==> config.mk <==
export PLATFORM = sky130hd
export DESIGN_NAME = ctrl_ld_mc
export DESIGN_NICKNAME = d
export VERILOG_FILES = /design/src/rtl/ctrl_ld_mc.sv
export SDC_FILE = /design/constraint.sdc
export NUM_CORES = 1
export LEC_CHECK = 0
export ABC_AREA = 0
export BUFFER_PORTS_ARGS = -buffer_cell sky130_fd_sc_hd__buf_2
export CAP_MARGIN = 10
export CORE_MARGIN = 1
export CORE_UTILIZATION = 40
export CTS_CLUSTER_SIZE = 16
export DETAILED_ROUTE_END_ITERATION = 8
export PLACE_DENSITY = 0.59
export SKIP_CTS_REPAIR_TIMING = 1
export SLEW_MARGIN = 0
export SYNTH_ARGS = -nofsm -noshare
export SYNTH_HDL_FRONTEND = slang
export SYNTH_SLANG_ARGS = --single-unit
export TNS_END_PERCENT = 10
==> constraint.sdc <==
create_clock -name clk -period 8.85 [get_ports clk]
set_input_delay 0.885 -clock clk [delete_from_list [all_inputs] [get_ports clk]]
set_output_delay 0.885 -clock clk [all_outputs]
set_load 0.02 [all_outputs]
==> src/rtl/ctrl_ld_mc.sv <==
// ctrl_ld_mc -- multi-channel tile load controller.
//
// Each of NUM_CH channels runs a small FSM (IDLE/WAIT/LOAD/DONE). The FSM
// streams cfg_times[i] beats into a buffer, and each beat uses an
// incrementing address. A channel with its chain bit set waits for channel i-1
// to finish before it starts loading. The tile ends when every channel is DONE.
//
// Optional feature: define CTRL_LD_MC_STALL_CNT_EN to count stall cycles.
// In a stall cycle the tile is busy, a channel is in LOAD and its ld_valid is low.
// Without the macro, stall_cycles is tied to zero.
//
// Ports:
//   clk           : clock, rising edge
//   rst_n         : synchronous active-low reset
//   ld_tile_start : tile start pulse (accepted only while idle)
//   cfg_times     : per-channel beat count, CNT_W bits each
//   cfg_dep       : per-channel chain bit (bit 0 ignored)
//   ld_valid      : per-channel data-beat valid
//   ld_ready      : channel is in LOAD
//   ld_en         : per-channel buffer write enable
//   ld_addr       : per-channel buffer write address, ADDR_W bits each
//   busy          : tile in progress
//   start_drop    : pulse when a start is ignored because a tile is busy
//   stall_cycles  : per-tile stall count (zero unless the macro is defined)
//   ld_tile_end   : tile-complete pulse
module ctrl_ld_mc #(
  parameter int NUM_CH = 4,
  parameter int CNT_W  = 16,
  parameter int ADDR_W = 10
) (
  input  logic                     clk,
  input  logic                     rst_n,
  input  logic                     ld_tile_start,
  input  logic [NUM_CH*CNT_W-1:0]  cfg_times,
  input  logic [NUM_CH-1:0]        cfg_dep,
  input  logic [NUM_CH-1:0]        ld_valid,
  output logic [NUM_CH-1:0]        ld_ready,
  output logic [NUM_CH-1:0]        ld_en,
  output logic [NUM_CH*ADDR_W-1:0] ld_addr,
  output logic                     busy,
  output logic                     start_drop,
  output logic [CNT_W-1:0]         stall_cycles,
  output logic                     ld_tile_end
);

  typedef enum logic [1:0] {
    ST_IDLE = 2'd0,
    ST_WAIT = 2'd1,
    ST_LOAD = 2'd2,
    ST_DONE = 2'd3
  } state_e;

  state_e                  st_q    [NUM_CH];
  state_e                  st_d    [NUM_CH];
  logic [CNT_W-1:0]        cnt_q   [NUM_CH];
  logic [CNT_W-1:0]        cnt_d   [NUM_CH];
  logic [CNT_W-1:0]        times_s [NUM_CH];
  logic [NUM_CH*CNT_W-1:0] times_q;
  logic [NUM_CH*CNT_W-1:0] times_d;
  logic                    busy_q;
  logic                    busy_d;
  logic                    accept_s;
  logic [NUM_CH-1:0]       done_s;
  logic [NUM_CH-1:0]       last_s;
  logic [NUM_CH-1:0]       prev_go_s;
  logic [NUM_CH-1:0]       dep_eff_s;

  assign busy        = busy_q;
  assign accept_s    = ld_tile_start & ~busy_q;
  assign start_drop  = ld_tile_start & busy_q;
  assign ld_tile_end = busy_q & (&done_s);

  // Channel 0 has no predecessor, so its chain bit is forced off.
  assign dep_eff_s = cfg_dep & ~{{(NUM_CH-1){1'b0}}, 1'b1};

  for (genvar g = 0; g < NUM_CH; g++) begin : g_ch
    assign times_s[g]  = times_q[g*CNT_W +: CNT_W];
    assign ld_ready[g] = (st_q[g] == ST_LOAD);
    assign done_s[g]   = (st_q[g] == ST_DONE);
    // A zero-length channel never writes.
    assign ld_en[g]    = ld_ready[g] & ld_valid[g] & (times_s[g] != '0);
    assign last_s[g]   = ld_en[g] & (cnt_q[g] == times_s[g] - CNT_W'(1));
    // The address is the counter truncated, so it wraps modulo 2^ADDR_W.
    assign ld_addr[g*ADDR_W +: ADDR_W] = cnt_q[g][ADDR_W-1:0];
    // A chained channel may start when its predecessor takes its last beat
    // or has already finished.
    if (g == 0) begin : g_first
      assign prev_go_s[g] = 1'b0;
    end else begin : g_rest
      assign prev_go_s[g] = last_s[g-1] | done_s[g-1];
    end
  end

  // Next-state, counter and configuration-latch logic for all channels
  always_comb begin
    busy_d  = busy_q;
    times_d = times_q;
    for (int i = 0; i < NUM_CH; i++) begin
      st_d[i]  = st_q[i];
      cnt_d[i] = cnt_q[i];
    end
    if (accept_s) begin
      busy_d  = 1'b1;
      times_d = cfg_times;
      for (int i = 0; i < NUM_CH; i++) begin
        cnt_d[i] = '0;
        st_d[i]  = dep_eff_s[i] ? ST_WAIT : ST_LOAD;
      end
    end else if (ld_tile_end) begin
      busy_d = 1'b0;
      for (int i = 0; i < NUM_CH; i++) begin
        st_d[i]  = ST_IDLE;
        cnt_d[i] = '0;
      end
    end else begin
      for (int i = 0; i < NUM_CH; i++) begin
        case (st_q[i])
          ST_IDLE: st_d[i] = ST_IDLE;
          ST_WAIT: begin
            if (prev_go_s[i]) st_d[i] = ST_LOAD;
            else              st_d[i] = ST_WAIT;
          end
          ST_LOAD: begin
            if (times_s[i] == '0) begin
              st_d[i] = ST_DONE;
            end else if (last_s[i]) begin
              st_d[i]  = ST_DONE;
              cnt_d[i] = '0;
            end else if (ld_en[i]) begin
              cnt_d[i] = cnt_q[i] + CNT_W'(1);
            end else begin
              cnt_d[i] = cnt_q[i];
            end
          end
          ST_DONE: st_d[i] = ST_DONE;
          default: st_d[i] = ST_IDLE;
        endcase
      end
    end
  end

  // State, counter and configuration registers
  always_ff @(posedge clk) begin
    if (!rst_n) begin
      busy_q  <= 1'b0;
      times_q <= '0;
      for (int i = 0; i < NUM_CH; i++) begin
        st_q[i]  <= ST_IDLE;
        cnt_q[i] <= '0;
      end
    end else begin
      busy_q  <= busy_d;
      times_q <= times_d;
      for (int i = 0; i < NUM_CH; i++) begin
        st_q[i]  <= st_d[i];
        cnt_q[i] <= cnt_d[i];
      end
    end
  end

`ifdef CTRL_LD_MC_STALL_CNT_EN
  logic [CNT_W-1:0] stall_q;
  logic [CNT_W-1:0] stall_d;

  // Stall count: cleared on start, saturating, frozen once the tile is idle
  always_comb begin
    stall_d = stall_q;
    if (accept_s) begin
      stall_d = '0;
    end else if (busy_q && (|(ld_ready & ~ld_valid)) && (stall_q != '1)) begin
      stall_d = stall_q + CNT_W'(1);
    end else begin
      stall_d = stall_q;
    end
  end

  // Stall counter register
  always_ff @(posedge clk) begin
    if (!rst_n) stall_q <= '0;
    else        stall_q <= stall_d;
  end

  assign stall_cycles = stall_q;
`else
  assign stall_cycles = '0;
`endif

endmodule

==> flow_summary.yaml, run 1 <==
logic_synthesis:
  synthesis.instances: 1048
  synth_area_leaders: "dfxtp_1 (34%), nand2_1 (8.2%), xnor2_1 (7.6%)"
  post-synth-top-count-cell: "nand2_1"
  synth-seq-area-share_pct: 34.05
  synth_common_cells: "nand2_1 (177), dfxtp_1 (137), nor2_1 (104), a21oi_1 (82), xnor2_1 (70)"
  synth_seq_cells: 137
  synth_edf_count: 0
  synth-async-reset-ratio_pct: 0
  synth_top_area_cell: "dfxtp_1"
  synthFlopType: "dfxtp_1"
  synth_area_per_cell_um2: 7.686
  syn-cell-area_mm2: 0.008055
  ys_types: 62
  synth_top_area_share_pct: 34.05
  synth.yosys.warnings: 0
clocking:
  clock_sinks: 137
  clockRootBuffer: "clkbuf_16"
  cts_buffers: 17
  clkLatencyLatePin_ns: 0.42
  clock_path_buffers: 2
  htreeDepth: 4
  path_clk_slew_ns: 0.06
  cts_tree: "done"
floorplan:
  core_region_area_mm2: 0.01959
  dieArea_mm2: 0.02071
  initial_core_util_pct: 41.12
  fp.dieW_um: 143.9
  die_h_um: 143.9
  row_count: 51
  ios: 142
outcome:
  status: "finished, final reports clean"
timing:
  period_share_pct: 44.39
  whs_ns: 0.4776
  finalHoldViolations: 0
  fin_skew_ns: 0.009646
  slew_headroom_pct: 36.74
  finalSetupTns_ns: 0
  maxSlewViolCount: 0
  setup_violations: 0
  rsz0062_at_grt: "false"
  fmax_mhz: 254.6
  worst_pin_slew_ns: 0.9402
  fin_crit_ns: 3.928
setup_path:
  critPathTopFamily: "simple AND/OR/NAND/NOR gates"
  crit_type: "reg2out"
  critPathArrivalTime_ns: 3.04
  path_cells: "inv_1, ha_1, or4b_2, nor3b_1, a311oi_1, nand2_1, inv_1, buf_2"
  cpMostUsedCell: "inv_1"
  crit_fanout: 11
  crit_slowest_cell: "or4b_2"
  cpPeakStageDelay_ns: 0.66
  path_buf_inv: 3
  startpoint_type: "register"
  crit_path_end_kind: "primary output"
  crit_required_ns: 7.97
cells_and_area:
  multi_input_area_mm2: 0.004684
  drive_gt1_share_pct: 15.15
  fin_nets: 1195
  fillers: 2045
  diodes: 0
  area_delta_synth_final_pct: 12.35
  postLayoutCellArea_mm2: 0.009050
  regArea_mm2: 0.002743
global_route:
  grt_pass1_vias: 6553
  grt_max_degree: 74
  grt.total_usage_pct: 19.98
  grt_overflow_total: 0
  grt_pass1_wl_mm: 32.66
  antenna_found_initial: 0
drt:
  avgViaCountPerCell: 5.120
  wire_per_inst_um: 14.45
  vias: 7102
  drt_wl_total_mm: 20.04
  antenna_left: 0
  drt_iter0_drc: 392
  drt-pass1-iter-count: 6
  drc: 0
pwr:
  vdd.ir_drop.worst_uv: 130.9
  p_leak_nw: 3.666
  powerDensity_mw_per_mm2: 177.6
placement:
  place_congestion: 0.8335
  dp_hpwl_mm: 14.40
  placed_area_mm2: 0.008492
  port_buffers: 124
worst_hold_path:
  hold_class: "reg2reg"
flow_run:
  maxCapViolations: 0
-- registers in the layout, summed over array words and instances, names as in the netlist --
signal,count
times_q,64
cnt_q,64
st_q,8
busy,1
-- per-layer routing --
layer	vias to the layer above	routed length (µm)	global-route usage [%]
li1	3633	-	-
met1	3315	9653	26.06
met2	145	9475	33.77
met3	9	803	4.365
met4	0	105	3.695
met5	-	0	0
-- metrics by stage --
stage / total power (W) / cells / setup WS [ns] / util [%]
floorplan: 0.0008740 / 1063 / 5.789 / -
global placement: 0.0009329 / 1355 / 5.370 / 43.35
detailed placement: 0.0009351 / 1355 / 5.350 / 43.35
CTS: 0.001625 / 1387 / 4.913 / 46.20
global route: 0.001691 / 1387 / 4.659 / 46.20
finish: 0.001607 / 1387 / 4.922 / 46.20
-- placed cells by master, fill, tap and decap left out, types with 3 or more instances in the layout --
master,Yosys,final
nand3b_1,7,7
clkbuf_16,0,17
buf_4,56,3
buf_2,1,124
nand4_1,17,17
a31oi_1,11,11
or2_2,4,4
a2111oi_0,4,4
nor2b_1,8,7
nor2_1,104,104
o211ai_1,4,4
or3_1,7,7
and3_1,26,26
conb_1,1,16
a22oi_1,3,3
clkbuf_1,37,6
mux2i_1,6,6
xor2_1,68,68
o21a_1,4,4
nor4_1,20,20
clkinv_2,0,4
o22ai_1,4,4
nor3_1,26,26
nand2_1,177,177
nand2b_1,9,8
or3b_2,3,3
nand4b_1,3,3
inv_1,23,23
nand3_1,38,38
a211oi_1,3,3
xnor2_1,70,70
nor3b_1,5,5
and4_1,6,6
dfxtp_1,137,137
or4_1,7,7
a21oi_1,82,82
nor4b_1,4,4
ha_1,11,11
o21ai_0,18,18
-- logic make-up (layout without fill, tap and decap cells) --
| family | count (synthesis) | in the layout | share of synthesized area (%) |
|---|---|---|---|
| muxes | 6 | 6 | 0.7456 |
| DFF | 137 | 137 | 34.05 |
| other | 1 | 16 | 0.04655 |
| buffers and inverters | 124 | 183 | 8.620 |
| adders and majority gates | 11 | 11 | 1.709 |
| xor gates and xnor gates | 138 | 138 | 15.00 |
| AOI/OAI and AO/OA | 150 | 150 | 11.00 |
| and+or+nand+nor | 481 | 481 | 28.83 |
-- where the power goes --
| group | leakage, nW | internal [W] | switching, W |
|---|---|---|---|
| clock network | 0.272 | 0.000421 | 0.000262 |
| logic | 2.28 | 0.000105 | 0.000148 |
| registers | 1.12 | 0.000639 | 0.0000325 |
| total | 3.67 | 0.00116 | 0.000443 |
-- layout make-up --
| type | instances | area share, % |
|---|---|---|
| Clock inverter | 8 | 1.065 |
| Inverter | 24 | 0.9954 |
| Tap cell | 265 | 3.664 |
| Multi-Input combinational cell | 802 | 51.76 |
| Sequential cell | 137 | 30.31 |
| Timing Repair Buffer | 127 | 7.106 |
| Clock buffer | 24 | 5.102 |
-- worst min-delay path: cells and delay by family, from the launching register on --
| kind | cells | cell delay, ns |
|---|---|---|
| AOI/OAI and AO/OA | 1 | 0.05 |
| DFF | 1 | 0.32 |
| and+or+nand+nor | 1 | 0.06 |
-- path summary, 6_finish.rpt --
check / start / to / slack [ns] / cells past startpoint
max: times_q[48] / ld_en[3] / 4.92 / 8
min reg2reg: times_q[49] / times_q[49] / 0.48 / 2
min: times_q[49] / times_q[49] / 0.48 / 2
max reg2reg: times_q[16] / cnt_q[1][13] / 5.30 / 10
No activity file was read; power rests on OpenSTA's default activity.
==> run 2: changes to the inputs <==
- PLACE_DENSITY: 0.59 -> 0.62
- clock period: 8.85 -> 3.37 ns (I/O delays scaled with it)
==> flow_summary.yaml, run 2 (synthesis gave the netlist of run 1 again) <==
outcome:
  status: "finished, final reports clean"
placement:
  port_buffers: 124
  place_congestion: 0.8417
  dp.cells: 1369
  placed_area_mm2: 0.008597
  dp_hpwl_mm: 14.63
  place_ws_ns: 0.2405
cells_and_area:
  drive_gt1_share_pct: 16.87
  mostFrequentLayoutCell: "nand2_1"
  postLayoutCellArea_mm2: 0.009148
  diodes: 0
  layout_common_cells: "nand2_1 (177), dfxtp_1 (137), buf_2 (124), nor2_1 (104), a21oi_1 (82)"
  instances_no_fill: 1397
  fin_nets: 1211
  reg_top3: "cnt_q x64, times_q x64, st_q x8"
  area_delta_synth_final_pct: 13.56
  fillers: 2035
setup_path:
  reg2reg_slack_ns: 0.22
  path_buf_inv: 4
  critPathTopFamily: "simple AND/OR/NAND/NOR gates"
  cpPeakStageDelay_ns: 0.65
  path_cells: "inv_1, ha_2, or4b_2, nor3b_1, buf_4, a311oi_1, nand2_1, clkinvlp_4, buf_2"
  startpoint_type: "register"
  crit_required_ns: 3.03
  crit_type: "reg2out"
  critPathArrivalTime_ns: 2.84
  r2r_cells: 10
  cp_num_cells: 9
  r2r_end: "st_q[2][0]"
  rr_startpoint: "times_q[17]"
  crit_fanout: 5
  crit_path_end_kind: "primary output"
  crit_slowest_cell: "or4b_2"
global_route:
  grt_pass1_vias: 6431
  grt_max_degree: 73
  grt_pass1_wl_mm: 32.26
  grt.total_usage_pct: 19.73
  grt_overflow_total: 0
  antenna_found_initial: 0
pwr:
  powerDensity_mw_per_mm2: 450.2
  internal_power_w: 0.002965
  p_sw_share_pct: 28.00
  clkPwrFrac_pct: 40.3
  comb_power_share_pct: 17.0
  power.switching_w: 0.001153
  vdd.ir_drop.worst_uv: 312.5
  p_leak_nw: 3.720
  p_seq_share_pct: 42.7
worst_hold_path:
  hold_depth: 2
  hold_class: "in2reg"
  hp-start: "cfg_dep[2]"
  hold-path-endpoint: "st_q[2][1]"
drt:
  drt_wl_total_mm: 20.00
  wire_per_inst_um: 14.32
  drt-pass1-iter-count: 7
  avgViaCountPerCell: 5.097
  drt_iter0_drc: 331
  drc: 0
  vias: 7120
  antenna_left: 0
floorplan:
  initial_core_util_pct: 41.12
  die_h_um: 143.9
  row_count: 51
  dieArea_mm2: 0.02071
  core_region_area_mm2: 0.01959
  ios: 142
  fp.dieW_um: 143.9
clocking:
  clkLatencyLatePin_ns: 0.42
  cts_tree: "done"
  path_clk_slew_ns: 0.06
  clock_sinks: 137
  clockRootBuffer: "clkbuf_16"
  clock_path_buffers: 2
  htreeDepth: 4
  cts_buffers: 17
timing:
  slew_headroom_pct: 44.02
  fin_skew_ns: 0.01237
  fin_crit_ns: 3.178
  whs_ns: 0.1454
  rsz0062_at_grt: "false"
  finalHoldViolations: 0
  fmax_mhz: 314.6
  finalSetupTns_ns: 0
  worst_pin_slew_ns: 0.8385
  maxSlewViolCount: 0
  setup_violations: 0
  period_share_pct: 94.31
  fin_ws_ns: 0.1919
flow_run:
  maxCapViolations: 0
==> run 2: changes by cell type in the layout (fill, tap and decap cells not counted), sizes merged <==
cell,delta
clkbuf,-2
clkinvlp,+1
bufinv,-2
clkinv,-2
buf,+16
inv,-1
==> run 2: layout make-up <==
class,count,area (µm²),area share (%)
multi-input cells,802,4710,51.48
clock inverters,4,22.52,0.2462
inverters,24,93.84,1.026
flip-flops and latches,137,2743,29.98
well taps,265,331.6,3.625
repair buffers,143,763.2,8.344
clock buffers,22,484.2,5.293
==> run 2: worst max path at each step <==
stage,startpoint,endpoint,slack [ns]
3_5_place_dp,times_q[17],st_q[2][0],0.24
3_3_place_gp,times_q[17],st_q[2][0],0.26
2_1_floorplan,times_q[16],st_q[2][0],0.31
5_1_grt,times_q[48],ld_en[3],0.01
4_1_cts,times_q[48],ld_en[3],0.21
6_report,times_q[48],ld_en[3],0.19
==> run 2: per-layer routing <==
| layer | track usage [%] | vias to the layer above | wire length (µm) |
|---|---|---|---|
| li1 | - | 3665 | - |
| met1 | 25.93 | 3296 | 9615 |
| met2 | 32.42 | 138 | 9379 |
| met3 | 3.699 | 21 | 773 |
| met4 | 6.159 | 0 | 234 |
| met5 | 0 | - | 0 |
==> run 2: stage by stage <==
step           power (W)  utilization (%)
6_report        0.004118            46.69
5_1_grt         0.004315            46.69
4_1_cts         0.004152            46.47
3_5_place_dp    0.002481            43.88
3_3_place_gp    0.002471            43.88
2_1_floorplan   0.002295                -
==> run 2: power groups by stage <==
stage / logic, W / clock network, W / registers [W]
6_report: 0.000700 / 0.00166 / 0.00176
5_1_grt: 0.000787 / 0.00176 / 0.00177
4_1_cts: 0.000696 / 0.00170 / 0.00176
3_5_place_dp: 0.000689 / 0 / 0.00179
3_3_place_gp: 0.000681 / 0 / 0.00179
2_1_floorplan: 0.000534 / 0 / 0.00176
==> run 3: changes to the inputs <==
- BUFFER_PORTS_ARGS: -buffer_cell sky130_fd_sc_hd__buf_2 -> -buffer_cell sky130_fd_sc_hd__clkbuf_2
==> flow_summary.yaml, run 3 (synthesis gave the netlist of run 1 again) <==
cells_and_area:
  drive_gt1_share_pct: 16.65
  diodes: 0
  mostFrequentLayoutCell: "nand2_1"
  layout_common_cells: "nand2_1 (177), dfxtp_1 (137), clkbuf_2 (124), nor2_1 (104), a21oi_1 (82)"
  area_delta_synth_final_pct: 14.17
  reg_top3: "cnt_q x64, times_q x64, st_q x8"
  fin_util_pct: 46.94
  fillers: 2033
  fin_nets: 1208
clocking:
  clock_path_buffers: 2
  cts_buffers: 17
  cts_tree: "done"
  path_clk_slew_ns: 0.06
  clkLatencyLatePin_ns: 0.42
  htreeDepth: 4
  clock_sinks: 137
  clockRootBuffer: "clkbuf_16"
setup_path:
  cpMostUsedCell: "a32o_1"
  crit_fanout: 7
  cpPeakStageDelay_ns: 0.49
  path_buf_inv: 1
  crit_type: "reg2reg"
  rr_startpoint: "times_q[17]"
  reg2reg_slack_ns: 0.18
  crit_slowest_cell: "or4b_4"
  path_cells: "inv_1, ha_2, or4b_4, or3_1, o31a_1, nor4_2, o311ai_1, a2111o_1, a32o_1, a32o_1"
  crit_path_end_kind: "register"
  critPathArrivalTime_ns: 3.50
  critPathTopFamily: "compound AO/OA/AOI/OAI gates"
  r2r_end: "st_q[2][0]"
  crit_required_ns: 3.68
  startpoint_type: "register"
  r2r_cells: 10
placement:
  place_congestion: 0.8442
  port_buffers: 124
  dp_hpwl_mm: 14.67
pwr:
  p_leak_nw: 3.723
  vdd.ir_drop.worst_uv: 346.6
  powerDensity_mw_per_mm2: 470.5
timing:
  finalHoldViolations: 0
  fmax_mhz: 313.7
  period_share_pct: 94.60
  fin_skew_ns: 0.008840
  whs_ns: 0.1307
  fin_crit_ns: 3.188
  finalSetupTns_ns: 0
  maxSlewViolCount: 0
  rsz0062_at_grt: "false"
  slew_headroom_pct: 42.36
  setup_violations: 0
  worst_pin_slew_ns: 0.8634
global_route:
  grt_pass1_wl_mm: 32.15
  grt.total_usage_pct: 19.73
  grt_pass1_vias: 6418
  grt_overflow_total: 0
  antenna_found_initial: 0
  grt_max_degree: 73
drt:
  wire_per_inst_um: 14.27
  drt_wl_total_mm: 19.97
  vias: 7069
  antenna_left: 0
  avgViaCountPerCell: 5.049
  drt_iter0_drc: 412
  drc: 0
  drt-pass1-iter-count: 5
flow_run:
  maxCapViolations: 0
floorplan:
  ios: 142
  row_count: 51
  fp.dieW_um: 143.9
  core_region_area_mm2: 0.01959
  dieArea_mm2: 0.02071
  initial_core_util_pct: 41.12
  die_h_um: 143.9
worst_hold_path:
  hold_depth: 3
  hold_class: "in2reg"
  hp-start: "cfg_times[40]"
  hold-path-endpoint: "times_q[40]"
outcome:
  status: "finished, final reports clean"
## run 3: cell count changes in the layout (fill, tap and decap cells not counted), sizes merged
cell | before | now
buf | 143 | 16
clkbuf | 22 | 145
clkinv | 3 | 7
bufinv | 0 | 2
inv | 23 | 24
## run 3: worst max path at each step
stage | from | to | slack, ns | cells past startpoint
floorplan | times_q[16] | st_q[2][0] | 0.31 | 10
global placement | times_q[17] | st_q[2][0] | 0.12 | 10
detailed placement | times_q[17] | st_q[2][0] | 0.09 | 10
CTS | times_q[17] | st_q[2][0] | 0.08 | 10
global route | times_q[32] | cnt_q[2][3] | 0.007 | 11
finish | times_q[17] | st_q[2][0] | 0.18 | 10
## run 3: final cells by class
| cell class | instances | area, µm² | area share (%) |
|---|---|---|---|
| Inverter | 24 | 90.09 | 0.9796 |
| Clock inverter | 11 | 121.4 | 1.320 |
| Sequential cell | 137 | 2743 | 29.82 |
| Multi-Input combinational cell | 802 | 4687 | 50.97 |
| Timing Repair Buffer | 140 | 753.2 | 8.190 |
| Tap cell | 265 | 331.6 | 3.605 |
| Clock buffer | 21 | 470.5 | 5.116 |
## run 3: tightest hold or removal path: cells and delay by family
kind,cells,cell delay (ns)
buffers and inverters,1,0.08
and+or+nand+nor,1,0.04
AOI/OAI and AO/OA,1,0.05
## run 3: per-layer routing
metal | part of all wire, % | wire length [µm] | GRT usage, % | up-vias
li1 | - | - | - | 3654
met1 | 48 | 9642 | 25.81 | 3252
met2 | 47 | 9400 | 32.44 | 146
met3 | 3.8 | 761 | 4.165 | 17
met4 | 0.84 | 168 | 5.655 | 0
met5 | 0 | 0 | 0 | -
## run 3: metrics by stage
step	power (W)	cell area (µm²)	worst slack [ns]	cells
finish	0.004327	9196	0.1820	1400
CTS	0.004382	9194	0.08251	1400
detailed placement	0.002481	8602	0.08618	1368
global route	0.004535	9196	0.006576	1400
global placement	0.002473	8602	0.1209	1368
floorplan	0.002295	8112	0.3087	1063
## run 3: report_power, final
| group | leakage (nW) | internal, W | switching [W] |
|---|---|---|---|
| sequential | 1.12 | 0.00168 | 0.0000804 |
| combinational | 2.32 | 0.000296 | 0.000396 |
| clock | 0.289 | 0.00115 | 0.000732 |
